[src/rtl/uart_tx_serializer.sv]
// ---------------------------------------------------------------------------
// uart_tx_serializer
//
// Purpose:
//   Serialises a whole message of MSG_LEN bytes onto a UART line. Bytes are
//   pulled from an upstream ROM whose address counter is advanced by a
//   one-cycle `increment` pulse issued each time a byte is latched. Frames
//   of one message are sent back to back with no idle gap. `done` pulses
//   once after the final stop bit of the message completes.
//
// Optional feature:
//   UART_TX_PARITY_EN - when defined, an even-parity bit (XOR of the data
//   bits) is inserted between the last data bit and the stop bit.
//
// Parameters:
//   WIDTH        - data bits per frame (>= 2)
//   CLKS_PER_BIT - clock cycles per serial bit (>= 2)
//   MSG_LEN      - bytes per message
//
// Ports:
//   clk       in   system clock, all logic on its rising edge
//   rst       in   synchronous active-high reset
//   start     in   request to transmit one full message (ignored when busy)
//   data_in   in   current byte from upstream ROM
//   increment out  registered one-cycle pulse advancing the ROM address
//   tx        out  registered serial line, idle high
//   busy      out  high while a message is in progress
//   done      out  registered one-cycle pulse at message end
// ---------------------------------------------------------------------------
module uart_tx_serializer #(
    parameter int WIDTH        = 8,
    parameter int CLKS_PER_BIT = 868,
    parameter int MSG_LEN      = 84
) (
    input  logic             clk,
    input  logic             rst,
    input  logic             start,
    input  logic [WIDTH-1:0] data_in,
    output logic             increment,
    output logic             tx,
    output logic             busy,
    output logic             done
);

    // Counter widths; guarded so degenerate parameter values still elaborate.
    localparam int TW  = (CLKS_PER_BIT > 1) ? $clog2(CLKS_PER_BIT) : 1;
    localparam int BCW = (WIDTH > 1)        ? $clog2(WIDTH)        : 1;
    localparam int MCW = (MSG_LEN > 1)      ? $clog2(MSG_LEN)      : 1;

    localparam logic [TW-1:0]  TIMER_LAST = TW'(CLKS_PER_BIT - 1);
    localparam logic [BCW-1:0] BIT_LAST   = BCW'(WIDTH - 1);
    localparam logic [MCW-1:0] BYTE_LAST  = MCW'(MSG_LEN - 1);

    typedef enum logic [2:0] {
        IDLE,
        START,
        DATA,
`ifdef UART_TX_PARITY_EN
        PARITY,
`endif
        STOP
    } state_t;

    state_t           state_q,    state_d;
    logic [TW-1:0]    timer_q,    timer_d;
    logic [BCW-1:0]   bit_cnt_q,  bit_cnt_d;
    logic [MCW-1:0]   byte_cnt_q, byte_cnt_d;
    logic [WIDTH-1:0] shift_q,    shift_d;
    logic             tx_q,       tx_d;
    logic             busy_q,     busy_d;
    logic             done_q,     done_d;
    logic             inc_q,      inc_d;
`ifdef UART_TX_PARITY_EN
    logic             parity_q,   parity_d;
`endif

    logic bit_end;

    // -----------------------------------------------------------------------
    // Next-state and output logic.
    // tx is registered, so every transition loads tx_d with the level the
    // line must carry in the state being entered. The shift register is
    // consumed LSB first: each time a bit is put on the line the register
    // shifts right so shift_q[0] always holds the next data bit.
    // -----------------------------------------------------------------------
    always_comb begin
        state_d    = state_q;
        timer_d    = timer_q;
        bit_cnt_d  = bit_cnt_q;
        byte_cnt_d = byte_cnt_q;
        shift_d    = shift_q;
        tx_d       = tx_q;
        busy_d     = busy_q;
        done_d     = 1'b0;
        inc_d      = 1'b0;
`ifdef UART_TX_PARITY_EN
        parity_d   = parity_q;
`endif

        bit_end = (timer_q == TIMER_LAST);

        // Bit timer free-runs in every active state and restarts on each
        // bit boundary; IDLE holds it at zero.
        if (state_q != IDLE) begin
            timer_d = bit_end ? '0 : timer_q + TW'(1);
        end

        case (state_q)
            IDLE: begin
                tx_d    = 1'b1;
                timer_d = '0;
                if (start) begin
                    state_d  = START;
                    shift_d  = data_in;
`ifdef UART_TX_PARITY_EN
                    parity_d = ^data_in;
`endif
                    inc_d    = 1'b1;
                    busy_d   = 1'b1;
                    tx_d     = 1'b0;
                end
            end

            START: begin
                if (bit_end) begin
                    state_d   = DATA;
                    bit_cnt_d = '0;
                    tx_d      = shift_q[0];
                    shift_d   = shift_q >> 1;
                end
            end

            DATA: begin
                if (bit_end) begin
                    if (bit_cnt_q == BIT_LAST) begin
`ifdef UART_TX_PARITY_EN
                        state_d = PARITY;
                        tx_d    = parity_q;
`else
                        state_d = STOP;
                        tx_d    = 1'b1;
`endif
                    end else begin
                        bit_cnt_d = bit_cnt_q + BCW'(1);
                        tx_d      = shift_q[0];
                        shift_d   = shift_q >> 1;
                    end
                end
            end

`ifdef UART_TX_PARITY_EN
            PARITY: begin
                if (bit_end) begin
                    state_d = STOP;
                    tx_d    = 1'b1;
                end
            end
`endif

            STOP: begin
                if (bit_end) begin
                    if (byte_cnt_q == BYTE_LAST) begin
                        // Message complete: back to idle, one done pulse.
                        state_d    = IDLE;
                        byte_cnt_d = '0;
                        busy_d     = 1'b0;
                        done_d     = 1'b1;
                        tx_d       = 1'b1;
                    end else begin
                        // Chain straight into the next frame with no idle
                        // gap; the ROM already presents the next byte.
                        state_d    = START;
                        byte_cnt_d = byte_cnt_q + MCW'(1);
                        shift_d    = data_in;
`ifdef UART_TX_PARITY_EN
                        parity_d   = ^data_in;
`endif
                        inc_d      = 1'b1;
                        tx_d       = 1'b0;
                    end
                end
            end

            default: begin
                state_d = IDLE;
                tx_d    = 1'b1;
                busy_d  = 1'b0;
                timer_d = '0;
            end
        endcase
    end

    // -----------------------------------------------------------------------
    // State registers. Reset aborts any frame in progress at this edge.
    // -----------------------------------------------------------------------
    always_ff @(posedge clk) begin
        if (rst) begin
            state_q    <= IDLE;
            timer_q    <= '0;
            bit_cnt_q  <= '0;
            byte_cnt_q <= '0;
            shift_q    <= '0;
            tx_q       <= 1'b1;
            busy_q     <= 1'b0;
            done_q     <= 1'b0;
            inc_q      <= 1'b0;
`ifdef UART_TX_PARITY_EN
            parity_q   <= 1'b0;
`endif
        end else begin
            state_q    <= state_d;
            timer_q    <= timer_d;
            bit_cnt_q  <= bit_cnt_d;
            byte_cnt_q <= byte_cnt_d;
            shift_q    <= shift_d;
            tx_q       <= tx_d;
            busy_q     <= busy_d;
            done_q     <= done_d;
            inc_q      <= inc_d;
`ifdef UART_TX_PARITY_EN
            parity_q   <= parity_d;
`endif
        end
    end

    assign increment = inc_q;
    assign tx        = tx_q;
    assign busy      = busy_q;
    assign done      = done_q;

endmodule
[config.mk]
export PLATFORM = sky130hd
export DESIGN_NAME = uart_tx_serializer
export DESIGN_NICKNAME = d
export VERILOG_FILES = /design/src/rtl/uart_tx_serializer.sv
export SDC_FILE = /design/constraint.sdc
export NUM_CORES = 1
export LEC_CHECK = 0
export CORE_MARGIN = 1
export CORE_UTILIZATION = 51
export CTS_CLUSTER_SIZE = 12
export DETAILED_ROUTE_END_ITERATION = 8
export GPL_TIMING_DRIVEN = 0
export PLACE_DENSITY = 0.78
export SLEW_MARGIN = 0
export SYNTH_ARGS = -nofsm -noshare
export SYNTH_HDL_FRONTEND = slang
export SYNTH_SLANG_ARGS = --single-unit
[constraint.sdc]
create_clock -name clk -period 1.84 [get_ports clk]
set_input_delay 0.368 -clock clk [delete_from_list [all_inputs] [get_ports clk]]
set_output_delay 0.368 -clock clk [all_outputs]
set_load 0.005 [all_outputs]
==> impl_metrics.env <==
export IMPL_cts_made_buffers=5
export IMPL_dpl_hpwl_um=2415
export IMPL_synth_warnings=0
export IMPL_synth_top_area_share_pct=38.23
export IMPL_wl_per_cell_um=15.18
export IMPL_drt_pass1_iterations=4
export IMPL_finClkSkew_ns=0.004217
export IMPL_grt_pass1_vias=1370
export IMPL_power_leakage_nw=0.8151
export IMPL_synth_edff_count=0
export IMPL_max_freq_ghz=0.5477
export IMPL_cts_htree_levels=2
export IMPL_boundaryPins=15
export IMPL_peakVddDrop_mv=0.6478
export IMPL_die_h_um=61.09
export IMPL_numPortBuffers=13
export IMPL_cp_required_ns=2.08
export IMPL_critPathMaxFanout=5
export IMPL_ant_nets=0
export IMPL_grt_max_degree=11
export IMPL_num_vias=1536
export IMPL_initialDrtViolationCount=80
export IMPL_yosys_cell_types_count=45
export IMPL_yosys_top_cells_area="dfxtp_1 (38%), ha_1 (5.6%), nor2_1 (5.1%)"
export IMPL_synthesis_area_um2=1780
export IMPL_cap_violations=0
export IMPL_clock_latency_ns=0.34
export IMPL_r2r_start="state_q[1]$_SDFFE_PP0P_"
export IMPL_grt_pass1_wl_um=6292
export IMPL_synth_ff_type="dfxtp_1"
export IMPL_drive_above_1_share_pct=26.41
export IMPL_coreArea_um2=3337
export IMPL_crit_arrival_ns=2.06
export IMPL_power_density_nw_per_um2=1240
export IMPL_via_per_inst=5.545
export IMPL_syn_nets=216
export IMPL_start_kind="flip-flop"
export IMPL_holdPathEnd="timer_q[0]$_SDFFE_PP0N_"
export IMPL_overflow=0
export IMPL_antenna_found_initial=0
export IMPL_cts_root_buf="clkbuf_4"
export IMPL_seqCellArea_um2=698.2
export IMPL_cts_tree="done"
export IMPL_start_util_pct=53.36
export IMPL_rr_worst_depth=6
export IMPL_yosysTopAreaCell="dfxtp_1"
export IMPL_min_path_cells=1
export IMPL_critPathKind="reg -> reg"
export IMPL_status="complete, no violations"
export IMPL_end_kind="flip-flop"
export IMPL_fin_crit_sh_pct=99.23
export IMPL_fillers=255
export IMPL_synthArstFlopShare_pct=0
export IMPL_max_slew_margin_rel_pct=66.46
export IMPL_routabilityCongestion=0.7828
export IMPL_syn_area_per_cell_um2=9.038
export IMPL_ys_ff_latch=34
export IMPL_hold_violations=0
export IMPL_finish_instance_area_um2=2312
export IMPL_area_growth_syn_to_layout_pct=29.87
export IMPL_synthCells=197
export IMPL_cts_sinks=34
export IMPL_rows=21
export IMPL_fin_util_pct=69.29
export IMPL_setup_viol=0
export IMPL_multi_input_area_um2=1202
export IMPL_grt_setup_unrepaired="true"
export IMPL_clkTransAtPathRegs_ns=0.09
export IMPL_hp_start="timer_q[0]$_SDFFE_PP0N_"
export IMPL_drc=0
export IMPL_tightestPinTransition_ns=0.5032
export IMPL_timing_rr_end="shift_q[2]$_SDFFE_PP0P_"
export IMPL_finalMaxSlewViolations=0
export IMPL_wirelength_um=4204
export IMPL_cts_hold_buffers=0
export IMPL_nNetsFinal=250
export IMPL_fin_crit_ns=1.826
export IMPL_placed_area_um2=1973
export IMPL_synth_most_common_cell="dfxtp_1"
export IMPL_regToRegSetupSlack_ns=0.01
export IMPL_die_area_um2=3731
export IMPL_cts_path_max_buffers=2
export IMPL_seq_area_frac_synth_pct=38.23
export IMPL_ys_top_cells_by_count="dfxtp_1 (34), nor2_1 (24), a21oi_1 (11), nor2b_1 (11), nand2_1 (10)"
export IMPL_hold_path_class="reg -> reg"
export IMPL_num_antenna_cells=0
export IMPL_grt_use_total_pct=23.55
export IMPL_die_x_um=61.09
==> final cells by class <==
cell class                 count  share of cell area [%]
clock inverter                 2                  0.4329
sequential                    34                   30.19
inverter                       6                   1.082
multi-input combinational    150                   52.00
buffer                         7                   1.677
timing repair buffer          27                   10.50
clock buffer                   5                   1.623
tap                           46                   2.489
==> how the worst max path moves through the flow <==
stage / start / end / slack, ns / depth (start not counted)
finish: state_q[1]$_SDFFE_PP0P_ / shift_q[2]$_SDFFE_PP0P_ / 0.01 / 6
global route: state_q[1]$_SDFFE_PP0P_ / shift_q[1]$_SDFFE_PP0P_ / -0.03 / 6
CTS: timer_q[1]$_SDFFE_PP0N_ / byte_cnt_q[2]$_SDFFE_PP0P_ / 0.001 / 6
detailed placement: state_q[0]$_SDFFE_PP0P_ / byte_cnt_q[6]$_SDFFE_PP0P_ / -0.22 / 5
global placement: state_q[0]$_SDFFE_PP0P_ / byte_cnt_q[6]$_SDFFE_PP0P_ / -0.20 / 5
floorplan: state_q[0]$_SDFFE_PP0P_ / shift_q[0]$_SDFFE_PP0P_ / 0.005 / 6
==> critical path, cell delays in order, from the launching register on <==
cell and delay (ns):
dfxtp_4 0.40, inv_4 0.05, ha_4 0.16, or3_4 0.41, a2bb2oi_2 0.18, o2111ai_4 0.14
mux2_2 0.37
==> power by group <==
| group | leakage [nW] | total, mW | switching [mW] | internal (mW) |
|---|---|---|---|---|
| Clock | 0.0308 | 0.382 | 0.245 | 0.137 |
| Combinational | 0.504 | 1.48 | 0.677 | 0.798 |
| Sequential | 0.281 | 1.01 | 0.112 | 0.898 |
==> metrics by stage <==
step                power [mW]  hold slack [ns]  setup slack [ns]  instances  setup TNS (ns)
finish                   2.867           0.4399           0.01417        277               0
global route             3.035           0.4540          -0.03136        277         -0.2468
CTS                      2.721           0.4540          0.001396        269               0
detailed placement       2.053           0.4361           -0.2239        256          -3.301
global placement         2.028           0.4331           -0.1971        256          -3.111
floorplan                1.805           0.4176          0.005230        197               0
==> cell usage in the layout (no fill, tap or decap), types with 2 or more instances in the layout <==
master            n
dfxtp_1          26
nor2_1           24
clkdlybuf4s50_1  13
buf_4            12
a21oi_1          11
nor2b_1          11
nand2_1          10
mux2i_1           8
nand3_1           7
clkbuf_4          6
xnor2_1           6
o21ai_0           6
dfxtp_2           5
nand4_1           4
inv_1             4
clkbuf_1          4
nand2b_1          4
mux2_4            4
nor3_1            4
ha_4              4
buf_6             3
or3_1             3
mux2_2            3
or4_1             3
ha_1              3
dfxtp_4           3
and2_1            2
nor3b_1           2
o2111ai_4         2
a311oi_1          2
nand3b_1          2
a32oi_1           2
xor2_1            2
clkinv_2          2
==> routing by layer <==
layer	part of all wire, %	GRT usage, %	vias up
li1	-	-	771
met1	44	28.89	724
met2	50	37.42	33
met3	4.1	6.723	8
met4	1.7	12.66	0
met5	0	0	-
==> cells by family after synthesis <==
group                      share of synthesized area [%]
buffers and inverters                              3.021
xor gates and xnor gates                           3.936
muxes                                              8.925
and+or+nand+nor                                    26.91
adders and majority gates                          5.622
DFF                                                38.23
AOI/OAI and AO/OA                                  13.35
==> timing repair <==
item                       4_1_cts  5_1_grt
setup endpoints to repair       25       11
gates resized for setup         27       16
cloned                           1        0
setup buffers                    6        8
pin swaps                        3        9
==> flip-flops by register name, summed over array words and instances (netlist names), 2 cells and up <==
name,flops
timer_q,10
shift_q,8
byte_cnt_q,7
bit_cnt_q,3
state_q,2
Note: power is estimated with default switching activity, not from simulation.
==> edit 1 (same settings) <==
Put one more register stage on the output `tx`, cleared by the reset. The value now appears one clock later. The other outputs are not delayed to match. Comments in the files are not updated.
--- a/src/rtl/uart_tx_serializer.sv
+++ b/src/rtl/uart_tx_serializer.sv
@@ -224,7 +224,13 @@
     end
 
     assign increment = inc_q;
-    assign tx        = tx_q;
+    always_ff @(posedge clk) begin
+        if (rst) begin
+            tx <= '0;
+        end else begin
+            tx <= tx_q;
+        end
+    end
     assign busy      = busy_q;
     assign done      = done_q;
 
Function: changed (Yosys sat finds a counterexample within 4 cycles, from zero or initial values and one cycle with rst high).
==> edit 1 against the unedited design <==
- power shrank 7.1%
- combinational power shrank 20%
- sequential cell count grew 1
- wire length shrank 11%
- worst hold slack gained 0.025 ns
- non-clock buffer count shrank 4
- synthesized area grew 4.1%
- final area shrank 3.4%
- setup slack gained 0.066 ns
- critical endpoint is now byte_cnt_q[3]$_SDFFE_PP0P_
- highest routed layer unchanged
==> edit 1: results (changes against the unedited design) <==
stage	metric	value	unit	change
global_routing	gr usage total	20.6	%	was 23.6%
pwr	clock power share	18.3	%	was 13.3%
synthesis	XOR/XNOR Fraction of Synth Area	3.78	%	was 3.94%
run_status	status	finished, final reports clean		unchanged
pwr	Net Sw Frac	34.1	%	was 36.1%
timing	clock skew	0.00486	ns	was 0.00422 ns
placed_design	DP Wirelength	2570	um	was 2420 um
timing	Slew headroom	69.6	%	was 66.5%
finish	non-clock buffer count in the final layout	30		was 34
pwr	Pwr Density	1190	nW/um^2	was 1240 nW/um^2
synthesis	register area share after synthesis	37.8	%	was 38.2%
finish	non-clk buf share	12.1	%	was 12.2%
synthesis	Post-Syn Nets	222		was 216
synthesis	Seq cells post-synth	35		was 34
drt	Via density	5.45		was 5.55
finish	share of cells above drive strength 1	24.2	%	was 26.4%
finish	comb_multi_in	151		was 150
setup_path	slowest cell on the critical path	or4_1		was or3_4
drt	Avg WL per Cell	13.5	um	was 15.2 um
synthesis	post-synthesis compound-gate area fraction	13.8	%	was 13.4%
clock_network	H-tree depth	2		unchanged
finish	multi-input logic portion of the cell area	49.4	%	was 52.0%
synthesis	Adder-Cell Fraction of Synth Area	5.40	%	was 5.62%
finish	Clock buf/inv share	3.08	%	was 2.06%
synthesis	post-synthesis mux area share	8.57	%	was 8.92%
finish	Final nets	249		was 250
finish	number of clock buffers in the layout	8		was 5
placed_design	dpl cell area	2050	sq um	was 1970 sq um
finish	filler cell count	309		was 255
synthesis	top cells by area, synth	dfxtp_1, nand2_1, ha_1		was dfxtp_1, ha_1, nor2_1
global_routing	first-pass GRT wire length	6270	um	was 6290 um
clock_network	post-CTS setup buffers	0		was 6
placed_design	dpl cells	263		was 256
pwr	Max VDD drop	830	uV	was 648 uV
placed_design	pre-CTS WS	-0.449	ns	was -0.224 ns
clock_network	clock latency on the worst-skew pair	0.36	ns	was 0.34 ns
synthesis	Main synth FF type	dfxtp_1		unchanged
placed_design	GPL Wtd Cong	0.801		was 0.783
finish	Non-clk invs	7		was 6
synthesis	synth cell count leaders	dfxtp_1, nand2_1, nor2_1		was dfxtp_1, nor2_1, a21oi_1, nor2b_1, nand2_1
global_routing	vias in the first global route	1442		was 1370
setup_path	worst stage delay on the critical path	0.55	ns	was 0.41 ns
clock_network	CTS resizes	4		was 27
pwr	P_sw	907	uW	was 1030 uW
drt	DRT iter0 DRCs	71		was 80
synthesis	syn avg cell area	9.13	sq um	was 9.04 sq um
finish	Seq. cell area	706	sq um	was 698 sq um
==> edit 1: routing by layer <==
layer	vias up	global-route usage, %	share of wire (%)
li1	775	-	-
met1	712	25.2	49
met2	16	33.4	46
met3	8	4.96	2.9
met4	0	11.3	2.2
met5	-	0	0
==> edit 1: final timing paths <==
| kind | start | end | slack, ns | cells after the start |
|---|---|---|---|---|
| worst max register to register | timer_q[0]$_SDFFE_PP0N_ | byte_cnt_q[3]$_SDFFE_PP0P_ | 0.08 | 5 |
| worst max-delay path | timer_q[0]$_SDFFE_PP0N_ | byte_cnt_q[3]$_SDFFE_PP0P_ | 0.08 | 5 |
| worst min register to register | shift_q[5]$_SDFFE_PP0P_ | shift_q[5]$_SDFFE_PP0P_ | 0.47 | 2 |
| worst min-delay path | shift_q[5]$_SDFFE_PP0P_ | shift_q[5]$_SDFFE_PP0P_ | 0.47 | 2 |
==> edit 2 (same settings) <==
Made on the original files. Add a define of `UART_TX_PARITY_EN`.
--- a/src/rtl/uart_tx_serializer.sv
+++ b/src/rtl/uart_tx_serializer.sv
@@ -27,6 +27,8 @@
 //   busy      out  high while a message is in progress
 //   done      out  registered one-cycle pulse at message end
 // ---------------------------------------------------------------------------
+`define UART_TX_PARITY_EN
+
 module uart_tx_serializer #(
     parameter int WIDTH        = 8,
     parameter int CLKS_PER_BIT = 868,
Behaviour: no difference found for any inputs over 10 cycles, from zero or initial values and one cycle with rst high; that may be too few to reach the edited logic, so the function may still have changed.
==> edit 2 against the unedited design <==
- the flow now finishes with violations (setup timing)
- first-iteration DRC count grew 36%
- setup slack worse by 0.14 ns
- core utilization increased by 2.2 points
- critical path depth increased by 2
- wire length rose by 17%
- synthesized cell count increased by 12%
- final area rose by 13%
- synthesized area grew 8.8%
- sequential cell count grew 2
Power is not compared: it rests on default switching activity, and its combinational part moved more than twofold at a synthesized area within 25%.
==> edit 2: results (changes against the unedited design) <==
stage	metric	value	unit	change
clock_network	clock latency on the worst-skew pair	0.28	ns	was 0.34 ns
placed_design	DP Wirelength	2810	um	was 2420 um
synthesis	Post-Syn Nets	236		was 216
finish	share of cells above drive strength 1	27.1	%	was 26.4%
synthesis	syn avg cell area	8.76	sq um	was 9.04 sq um
clock_network	CTS Root Cell	clkbuf_8		was clkbuf_4
synthesis	library cells used by synthesis	47		was 45
run_status	failing checks	setup timing		
finish	fin cells	310		was 277
finish	filler cell count	256		was 255
setup_path	CP Max Fanout	7		was 5
drt	DRT iter0 DRCs	109		was 80
timing	Tightest Pin Transition	0.600	ns	was 0.503 ns
drt	number of iterations in the first detailed-routing pass	5		was 4
run_status	status	complete, but fails checks		was finished, final reports clean
clock_network	Clk pin slew, worst setup/hold paths	0.07	ns	was 0.09 ns
global_routing	initial antenna violation count	0		unchanged
finish	Final nets	276		was 250
hold_path	Hold Path Class	reg -> reg		unchanged
timing	clock skew	0.00325	ns	was 0.00422 ns
global_routing	gr usage total	22.6	%	was 23.6%
finish	Clock buf/inv share	3.44	%	was 2.06%
placed_design	dpl cell area	2150	sq um	was 1970 sq um
drt	Vias	1839		was 1536
finish	non-clk buf share	15.5	%	was 12.2%
placed_design	port buffer count	14		was 13
finish	sequential cell area share	28.1	%	was 30.2%
finish	non-clock buffer count in the final layout	45		was 34
finish	comb_multi_in	171		was 150
clock_network	H-tree depth	2		unchanged
timing	setup ws final	-0.128	ns	was 0.0142 ns
floorplan	cell row count	22		was 21
drt	Avg WL per Cell	15.9	um	was 15.2 um
synthesis	synth cell count leaders	dfxtp_1, a21oi_1, nor2_1		was dfxtp_1, nor2_1, a21oi_1, nor2b_1, nand2_1
global_routing	first-pass GRT wire length	7240	um	was 6290 um
global_routing	vias in the first global route	1604		was 1370
finish	area of the multi-input gates	1320	sq um	was 1200 sq um
synthesis	Seq cells post-synth	36		was 34
pwr	leakage	0.000914	uW	
synthesis	top cells by area, synth	dfxtp_1, a21oi_1, xnor2_1		was dfxtp_1, ha_1, nor2_1
timing	setup violators final	8		was 0
finish	Antenna diodes	0		unchanged
synthesis	register area share after synthesis	37.2	%	was 38.2%
finish	Non-clk invs	2		was 6
finish	number of clock buffers in the layout	8		was 5
placed_design	GPL Wtd Cong	0.843		was 0.783
[edit 2: cell count changes after synthesis, sizes merged, moves of 7 or more]
| cell | change |
|---|---|
| a21oi | +14 |
| a311oi | +7 |
| nand2 | +9 |
| mux2 | -7 |
| buf | +7 |
| nor2b | -9 |
[edit 2: power by group through the flow]
| stage | Sequential (uW) | Combinational [uW] | Clock [uW] |
|---|---|---|---|
| after floorplan | 845 | 162 | 0 |
| after global placement | 849 | 225 | 0 |
| after detailed placement | 849 | 229 | 0 |
| after CTS | 835 | 244 | 589 |
| after global routing | 840 | 309 | 624 |
| final | 838 | 288 | 580 |
[edit 2: path summary, 6_finish.rpt]
| kind | start | endpoint | slack, ns | depth (start not counted) |
|---|---|---|---|---|
| worst max-delay path | bit_cnt_q[0]$_SDFFE_PP0P_ | shift_q[1]$_SDFFE_PP0P_ | -0.13 | 8 |
| worst min-delay path | timer_q[0]$_SDFFE_PP0P_ | timer_q[0]$_SDFFE_PP0P_ | 0.44 | 1 |
| worst max register to register | bit_cnt_q[0]$_SDFFE_PP0P_ | shift_q[1]$_SDFFE_PP0P_ | -0.13 | 8 |
| worst min register to register | timer_q[0]$_SDFFE_PP0P_ | timer_q[0]$_SDFFE_PP0P_ | 0.44 | 1 |
[edit 2: worst max-delay path: stages, from the launching register on]
cell	delay [ns]
dfxtp_2	0.35
ha_4	0.16
ha_4	0.16
or2_4	0.25
nand4_1	0.21
a21o_1	0.25
buf_6	0.18
a21oi_4	0.06
a311oi_2	0.26
[edit 2: routing by layer]
metal / GRT usage (%) / vias up / share of wire, %
li1: - / 896 / -
met1: 30.3 / 873 / 43
met5: 0 / - / 0
met2: 36.3 / 60 / 50
met4: 6.82 / 0 / 1.6
met3: 4.35 / 10 / 5.1
[edit 2: logic make-up (layout without fill, tap and decap cells)]
group                    count (synthesis)  count (layout)  synth area share, %
flip-flops                              36              36                 37.2
adder cells (fa/ha/maj)                  4               4                 2.58
multiplexers                             7               7                 3.62
AND/OR/NAND/NOR                         93              93                 26.7
XOR/XNOR                                17              17                 7.69
buffers and inverters                   14              55                 4.07
AO/OA/AOI/OAI                           50              50                 18.2
[edit 2: per-stage QoR]
step	setup WS [ns]	total power [uW]	TNS, ns	hold WS, ns	utilization, %
2_1_floorplan	0.00963	1010	0	0.418	-
3_3_place_gp	-0.370	1070	-4.05	0.435	58.6
3_5_place_dp	-0.368	1080	-4.40	0.447	58.6
4_1_cts	-0.0457	1670	-0.0457	0.457	65.4
5_1_grt	-0.178	1770	-1.14	0.455	71.5
6_report	-0.128	1710	-0.661	0.441	71.5
[edit 2: timing repair]
item / 4_1_cts / 5_1_grt
endpoints found under the setup margin: 20 / 25
pin swaps: 11 / 17
gates cloned: 0 / 2
resized for setup: 24 / 21
setup buffers: 7 / 11
